`src/rtl/fm_ch_scan_pkg.sv`:
```
// Shared FM channel-scan definitions: channel count, attribute field widths,
// scan FSM encodings and the per-channel record layout.
package fm_ch_scan_pkg;

   localparam int FM_NUM_CH = 18;
   localparam int CH_W      = 5;
   localparam int FNUM_W    = 10;
   localparam int BLOCK_W   = 3;
   localparam int FB_W      = 3;
   localparam int PHINC_W   = 17;

   typedef enum logic [1:0] {
      ST_IDLE    = 2'd0,
      ST_FETCH   = 2'd1,
      ST_PRESENT = 2'd2
   } fm_state_e;

   typedef struct packed {
      logic [CH_W-1:0]    ch;
      logic [PHINC_W-1:0] phinc;
      logic               kon;
      logic               kon_evt;
      logic               koff_evt;
      logic               cnt;
      logic               cha;
      logic               chb;
      logic [FB_W-1:0]    fb;
   } fm_rec_t;

endpackage

```
`src/rtl/fm_phinc.sv`:
```
// Phase increment: block-scaled F-number. Width is sized so the largest
// fnum shifted by the largest block still fits without truncation.
module fm_phinc
   import fm_ch_scan_pkg::*;
(
   input  logic [FNUM_W-1:0]  fnum,
   input  logic [BLOCK_W-1:0] block,
   output logic [PHINC_W-1:0] phinc
);

   assign phinc = PHINC_W'(fnum) << block;

endmodule

```
`src/rtl/fm_ch_scan.sv`:
```
// Per-sample channel scanner: walks the attribute RAM one channel at a time
// and emits one handshaked record per channel with key-on/off edge events.
module fm_ch_scan
   import fm_ch_scan_pkg::*;
#(
   parameter int NUM_CH = FM_NUM_CH
) (
   input  logic               clk,
   input  logic               reset_n,
   input  logic               start,
   output logic [CH_W-1:0]    ch_sel,
   input  logic               ch_chb,
   input  logic               ch_cha,
   input  logic               ch_cnt,
   input  logic               ch_kon,
   input  logic [FB_W-1:0]    ch_fb,
   input  logic [BLOCK_W-1:0] ch_block,
   input  logic [FNUM_W-1:0]  ch_fnum,
   output logic               out_valid,
   input  logic               out_ready,
   output logic [CH_W-1:0]    out_ch,
   output logic [PHINC_W-1:0] out_phinc,
   output logic               out_kon,
   output logic               out_kon_evt,
   output logic               out_koff_evt,
   output logic               out_cnt,
   output logic               out_cha,
   output logic               out_chb,
   output logic [FB_W-1:0]    out_fb,
   output logic               busy,
   output logic               overrun
);

   localparam logic [CH_W-1:0] LAST_CH = CH_W'(NUM_CH - 1);

   fm_state_e          state;
   logic [CH_W-1:0]    cnt_q;
   logic [NUM_CH-1:0]  prev_kon;
   logic [31:0]        prev_pad;
   logic [PHINC_W-1:0] phinc_w;
   fm_rec_t            rec;
   logic               accept;

   fm_phinc u_phinc (
      .fnum  (ch_fnum),
      .block (ch_block),
      .phinc (phinc_w)
   );

   // Pad to a full 5-bit index space so any counter value selects a bit.
   assign prev_pad = 32'(prev_kon);
   assign accept   = out_valid & out_ready;

   always_ff @(posedge clk) begin
      if (!reset_n) begin
         state     <= ST_IDLE;
         cnt_q     <= '0;
         prev_kon  <= '0;
         rec       <= '0;
         out_valid <= 1'b0;
         busy      <= 1'b0;
         overrun   <= 1'b0;
      end else begin
         overrun <= start & busy;
         case (state)
            ST_IDLE: begin
               if (start) begin
                  state <= ST_FETCH;
                  cnt_q <= '0;
                  busy  <= 1'b1;
               end
            end
            ST_FETCH: begin
               rec.ch       <= cnt_q;
               rec.phinc    <= phinc_w;
               rec.kon      <= ch_kon;
               rec.kon_evt  <= ch_kon & ~prev_pad[cnt_q];
               rec.koff_evt <= ~ch_kon & prev_pad[cnt_q];
               rec.cnt      <= ch_cnt;
               rec.cha      <= ch_cha;
               rec.chb      <= ch_chb;
               rec.fb       <= ch_fb;
               out_valid    <= 1'b1;
               state        <= ST_PRESENT;
            end
            ST_PRESENT: begin
               if (accept) begin
                  out_valid <= 1'b0;
                  // Event history only advances for records actually consumed.
                  for (int i = 0; i < NUM_CH; i++)
                     if (cnt_q == CH_W'(i)) prev_kon[i] <= rec.kon;
                  if (cnt_q == LAST_CH) begin
                     state <= ST_IDLE;
                     cnt_q <= '0;
                     busy  <= 1'b0;
                  end else begin
                     state <= ST_FETCH;
                     cnt_q <= cnt_q + 1'b1;
                  end
               end
            end
            default: state <= ST_IDLE;
         endcase
      end
   end

   assign ch_sel       = cnt_q;
   assign out_ch       = rec.ch;
   assign out_phinc    = rec.phinc;
   assign out_kon      = rec.kon;
   assign out_kon_evt  = rec.kon_evt;
   assign out_koff_evt = rec.koff_evt;
   assign out_cnt      = rec.cnt;
   assign out_cha      = rec.cha;
   assign out_chb      = rec.chb;
   assign out_fb       = rec.fb;

endmodule

```
`config.mk`:
```
export PLATFORM = sky130hd
export DESIGN_NAME = fm_ch_scan
export DESIGN_NICKNAME = d
export VERILOG_FILES = /design/src/rtl/fm_ch_scan_pkg.sv /design/src/rtl/fm_phinc.sv /design/src/rtl/fm_ch_scan.sv
export SDC_FILE = /design/constraint.sdc
export NUM_CORES = 1
export LEC_CHECK = 0
export CAP_MARGIN = 20
export CORE_MARGIN = 1
export CORE_UTILIZATION = 50
export CTS_BUF_LIST = sky130_fd_sc_hd__clkbuf_16
export DETAILED_ROUTE_END_ITERATION = 6
export GPL_TIMING_DRIVEN = 0
export PLACE_DENSITY = 0.85
export SYNTH_ARGS = -nofsm -noshare
export SYNTH_HDL_FRONTEND = slang
export SYNTH_SLANG_ARGS = --single-unit
export TNS_END_PERCENT = 100
```
`constraint.sdc`:
```
create_clock -name clk -period 1.73 [get_ports clk]
set_input_delay 0.346 -clock clk [delete_from_list [all_inputs] [get_ports clk]]
set_output_delay 0.346 -clock clk [all_outputs]
set_load 0.05 [all_outputs]
```
* Word level (Yosys, flattened, before mapping)
Cells that the tools add are included.
** Cells by class
- Add/sub/neg operators :: 1
- $lt $le $gt $ge :: 1
- Equality and inequality tests :: 22
- Shift-type cells :: 1
- Mux-type cells :: 16
- Bitwise logic cells :: 6
- Reductions and logical operators :: 26
** Operators with widths (number)
- $reduce_and 3->1 :: 19
- $eq 5x4->1 const B :: 8
- $eq 5x3->1 const B :: 4
- $shl 10x3->17 :: 1
- $mux 5 :: 3
- $eq 5x2->1 const B :: 2
- $eq 5x5->1 const B :: 2
- $pmux 5 s2 :: 1
- $lt 5x6->1 const B :: 1
- $mux 1 :: 6
- $ne 2x2->1 const B :: 3
- $pmux 2 s3 :: 1
- $add 5x1->5 const B :: 1
- $bmux 1 s5 :: 1
- $eq 5x1->1 const B :: 1
- $logic_not 5->1 :: 1
- $and 1x1->1 :: 4
- $mux 2 :: 2
- $pmux 1 s2 :: 2
- $reduce_and 2->1 :: 2
- $reduce_and 4->1 :: 1
- $reduce_bool 2->1 :: 2
- $eq 2x1->1 const B :: 1
- $eq 2x2->1 const B :: 1
- other kinds (2) :: 3
** Storage, ports and cells
- Bits in registers :: 59
- Output and inout bits :: 39
- Word-level logic and storage cells :: 105

* Depth between registers and ports, before layout
Gate-level depths: netlist of run 1.
- Depth in word-level cells :: 4
- Mapped depth :: 7
- Gate-level depth less buffers :: 6

* Cells and area by module
Synthesis of run 1 repeated with hierarchy kept, for this count alone.
** Unflattened totals
- Cells, all modules :: 370
- Area total of the unflattened synthesis :: 3148.0 µm²
** By module, submodules not included
- fm_ch_scan :: instances 1, cells each 321, area an instance 2715.1 µm², seq. area each 1181.1 µm²
- fm_phinc :: instances 1, cells each 49, area an instance 432.9 µm², seq. area each 0.0 µm²

* Worst setup path after synthesis of run 1
Ideal clock, no wire load.
- Path type :: reg-to-reg
- Start point :: register cnt_q[1] (netlist: ch_sel[1])
- End point :: register cnt_q[2] (netlist: ch_sel[2])
- Library setup time :: 64 ps
- Arrival :: 1795 ps
- Data required time :: 1666 ps
- Path slack :: -129 ps
- Cell stages (with the launch flop) :: 8
- Clock period less this slack :: 1859 ps
- Cells stage by stage :: dfxtp_1 buf_4 inv_1 ha_1 and2_1 nor2b_1 o21ai_1 nor2_1
** Between the ends
- Longest elaborated chain between the ends :: 4
- Elaborated cells between the ends (all ways) :: 5
** Ends and longest elaborated chain
- from (decl) :: RTL line fm_ch_scan.sv:37 : logic [CH_W-1:0] cnt_q;
- from (signal assigned) :: RTL line fm_ch_scan.sv:98 : cnt_q <= cnt_q + 1'b1;
- $add 5x1->5 / $eq 5x5->1 (equally long branches) :: RTL line fm_ch_scan.sv:98, fm_ch_scan.sv:92
- $mux 5 * :: RTL line fm_ch_scan.sv:92 : if (cnt_q == LAST_CH) begin
- $mux 5 * :: RTL line fm_ch_scan.sv:87 : if (accept) begin
- $pmux 5 s2 * :: RTL line fm_ch_scan.sv:65 : case (state)
Mark *: on every way between the ends. The rest lies on a longest branch, timed or not. The select of a mux whose other input is x is not followed.
A chain may end at the register's enable or synchronous reset.

* Final worst setup path of run 1
- Start point :: register cnt_q[4] (netlist: ch_sel[4])
- End point :: output port ch_sel[4]
** RTL lines
- to (decl) :: RTL line fm_ch_scan.sv:11 : output logic [CH_W-1:0] ch_sel,
No word-level cell between the ends.

==> metrics.txt, run 1 <==
Slew HR 0.613; largest area contributor in the netlist dfxtp_1; share of post-route cells with drive strength above 1 0.107; Min Hold Slack roughly 0.45 ns; most frequent cells in the layout nand2_1 (62), dfxtp_1 (57), nor2_1 (46); type of origin of the critical path flop; gr ovfl total 0; Min-Delay Path Class reg2reg; effective utilization at floorplan 0.519; FFs w/ async S/R, synth 0; maximum fanout along the worst path 6; Worst EP required approximately 1.4 ns; slew of the pin with the lowest slew margin about 0.58 ns; DRC violations left 0; number of synthesized flops with an enable pin 0; RSZ-0062 raised after global routing no; FP Rows 27; CTS tree yes; area of the multi-input gates roughly 1600 um^2; Setup Crit Path Kind reg2out; Final setup viols 0; Worst Setup Slack, final roughly 0.043 ns; DP Worst Slack -0.284 ns; via count 2843; first-pass GRT wire length between 10000 and 15000 um; clock sink total 59; dpl cells approximately 490; H-tree depth 3; fin util 0.694; antenna violations before repair 0; worst-skew pair later-pin latency between 0.3 and 0.4 ns; NumNets Final 456; most common cell after layout, fill and taps aside nand2_1; largest cells by area after synthesis dfxtp_1 (41%), nand2_1 (8.1%), mux2i_1 (8.1%); delay-heaviest family, CP buffers and inverters; largest net degree at the start of global routing 11; CORE AREA approximately 5500 um^2; Die H about 78 um; IO Pins 63; syn_nets 384; Max Cap Violations 0; Pwr Density a little under 1000 nW/um^2; # diodes 0; Distinct cells, synth 43; Max Clock Skew 0.00753 ns; Top FF cell, synth dfxtp_1; final period utilization 0.975; crit path cell chain dlygate4sd2_1; FF+latch area roughly 1200 um^2; Area Growth Syn to Fin 33.9%; YS warnings 0; CTS Root Cell clkbuf_16; crit path max-delay cell type dlygate4sd2_1; Crit path largest cell delay approximately 0.56 ns; status finished clean; Worst-path clk slew around 0.05 ns; ANT nets after route 0; synthesized area between 2000 and 3000 um^2; Yosys top cell area share 0.413; Via density ~5.7; crit path DAT 1.34 ns; # hold bufs at CTS 0; vias in the first global route roughly 2800; WL final 7830 um; Final Slew Violations 0; Max IR drop VDD between 0.0006 and 0.0007 V; Non-Filler Instances slightly above 500; post-synthesis sequential element count 59; drt initial violations about 150; WP buf/inv 1; Pleak around 1.7 nW; cells after synthesis around 350; Power Total between 3 and 4 mW; Worst Setup End Kind output pin; die width between 70 and 80 um; drt pass-1 iters 5; fillers 439; final RePlAce weighted congestion around 0.93; clock tree buffer depth 2; die area 6020 um^2; Min Clock Period, post-route 1.69 ns; syn avg cell area slightly above 8 um^2; port bufs 61; drt wl/cell about 16 um; GRT Total Usage 0.271; sequential element share of the synthesized area 0.413; Final Hold Vio Count 0; Peak Freq around 600 MHz; Post-DP HPWL 5540 um; total CTS buffers 9
flip-flops by register name (all words and copies together) (netlist names), 2 cells and up:
| register | flops |
|---|---|
| ch_sel | 5 |
| out_ch | 5 |
| out_fb | 3 |
| out_phinc | 17 |
| prev_kon | 18 |
| state | 2 |
cells in the mapped netlist (all sizes together), types with 2 or more instances:
| cell type | n |
|---|---|
| buf | 12 |
| mux2 | 5 |
| o31ai | 2 |
| nor2b | 5 |
| nand4 | 2 |
| o221ai | 2 |
| and2 | 4 |
| a311oi | 3 |
| dfxtp | 59 |
| ha | 6 |
| clkbuf | 11 |
| o211ai | 2 |
| o21ai | 14 |
| nand2 | 62 |
| a211oi | 4 |
| and3 | 2 |
| a21oi | 39 |
| nand3b | 2 |
| nand3 | 14 |
| xnor2 | 2 |
| inv | 8 |
| nor4 | 2 |
| nand2b | 5 |
| o211a | 4 |
| nor2 | 47 |
| mux2i | 23 |
| a22oi | 4 |
cell families (layout without fill, tap and decap cells):
| logic type | count (synthesis) | in the layout | share of synthesized area |
|---|---|---|---|
| buffers and inverters | 31 | 108 | 0.0499 |
| adder cells (fa/ha/maj) | 6 | 6 | 0.0263 |
| flip-flops | 59 | 59 | 0.413 |
| multiplexers | 28 | 28 | 0.102 |
| AND/OR/NAND/NOR | 148 | 148 | 0.227 |
| XOR/XNOR | 3 | 3 | 0.00920 |
| AO/OA/AOI/OAI | 79 | 79 | 0.172 |
per-layer routing:
layer	vias to the layer above	GRT usage	wire length [um]
met2	109	0.454	3800
met4	0	0.113	119
li1	1368	-	-
met5	-	0	0
met3	17	0.0541	476
met1	1349	0.338	3430
path summary, 6_finish.rpt:
| path | from | end | slack (ns) | cells past startpoint |
|---|---|---|---|---|
| worst min register to register | out_cha | out_cha | 0.45 | 2 |
| worst max register to register | ch_sel[2] | prev_kon[12] | 0.09 | 5 |
| worst min-delay path | out_cha | out_cha | 0.45 | 2 |
| worst max-delay path | ch_sel[4] | ch_sel[4] | 0.04 | 1 |
cell type report:
cell class,count,share of cell area
Inverter,8,0.00785
Clock inverter,7,0.0157
Clock buffer,9,0.0589
Sequential cell,59,0.310
Timing Repair Buffer,61,0.148
Buffer,23,0.0314
Tap cell,72,0.0236
Multi-Input combinational cell,264,0.405
repair_timing:
action,4_1_cts,5_1_grt
endpoints found under the hold margin,0,0
gates resized for setup,41,7
endpoints found under the setup margin,43,12
buffers inserted,0,0
gates cloned,0,0
tightest hold or removal path, cell delays in order, from the launching register on:
cell and delay, ns:
dfxtp_1 0.30, nand2_1 0.05, a21oi_1 0.05
where the power goes:
| group | internal, mW | total (mW) | leakage (nW) | switching [mW] |
|---|---|---|---|---|
| Clock | 1.09 | 1.69 | 0.144 | 0.594 |
| Sequential | 1.41 | 1.44 | 0.479 | 0.0340 |
| Combinational | 0.199 | 0.587 | 1.03 | 0.388 |
| Total | 2.70 | 3.72 | 1.65 | 1.02 |
stage by stage:
step | cell area [um^2] | setup TNS [ns]
final | 3820 | 0
after floorplan | 2860 | 0
after global placement | 3560 | -4.85
after global routing | 3820 | 0
after CTS | 3800 | 0
after detailed placement | 3560 | -6.60
Power figures use the tool's default switching activity.
==> run 2: changes to the inputs <==
--- a/config.mk
+++ b/config.mk
@@ -12,6 +12,7 @@
 export DETAILED_ROUTE_END_ITERATION = 6
 export GPL_TIMING_DRIVEN = 0
 export PLACE_DENSITY = 0.85
+export SLEW_MARGIN = 0
 export SYNTH_ARGS = -nofsm -noshare
 export SYNTH_HDL_FRONTEND = slang
 export SYNTH_SLANG_ARGS = --single-unit
==> results of run 2 <==
No change in the layout: final DEF, timing and power equal those of run 1.
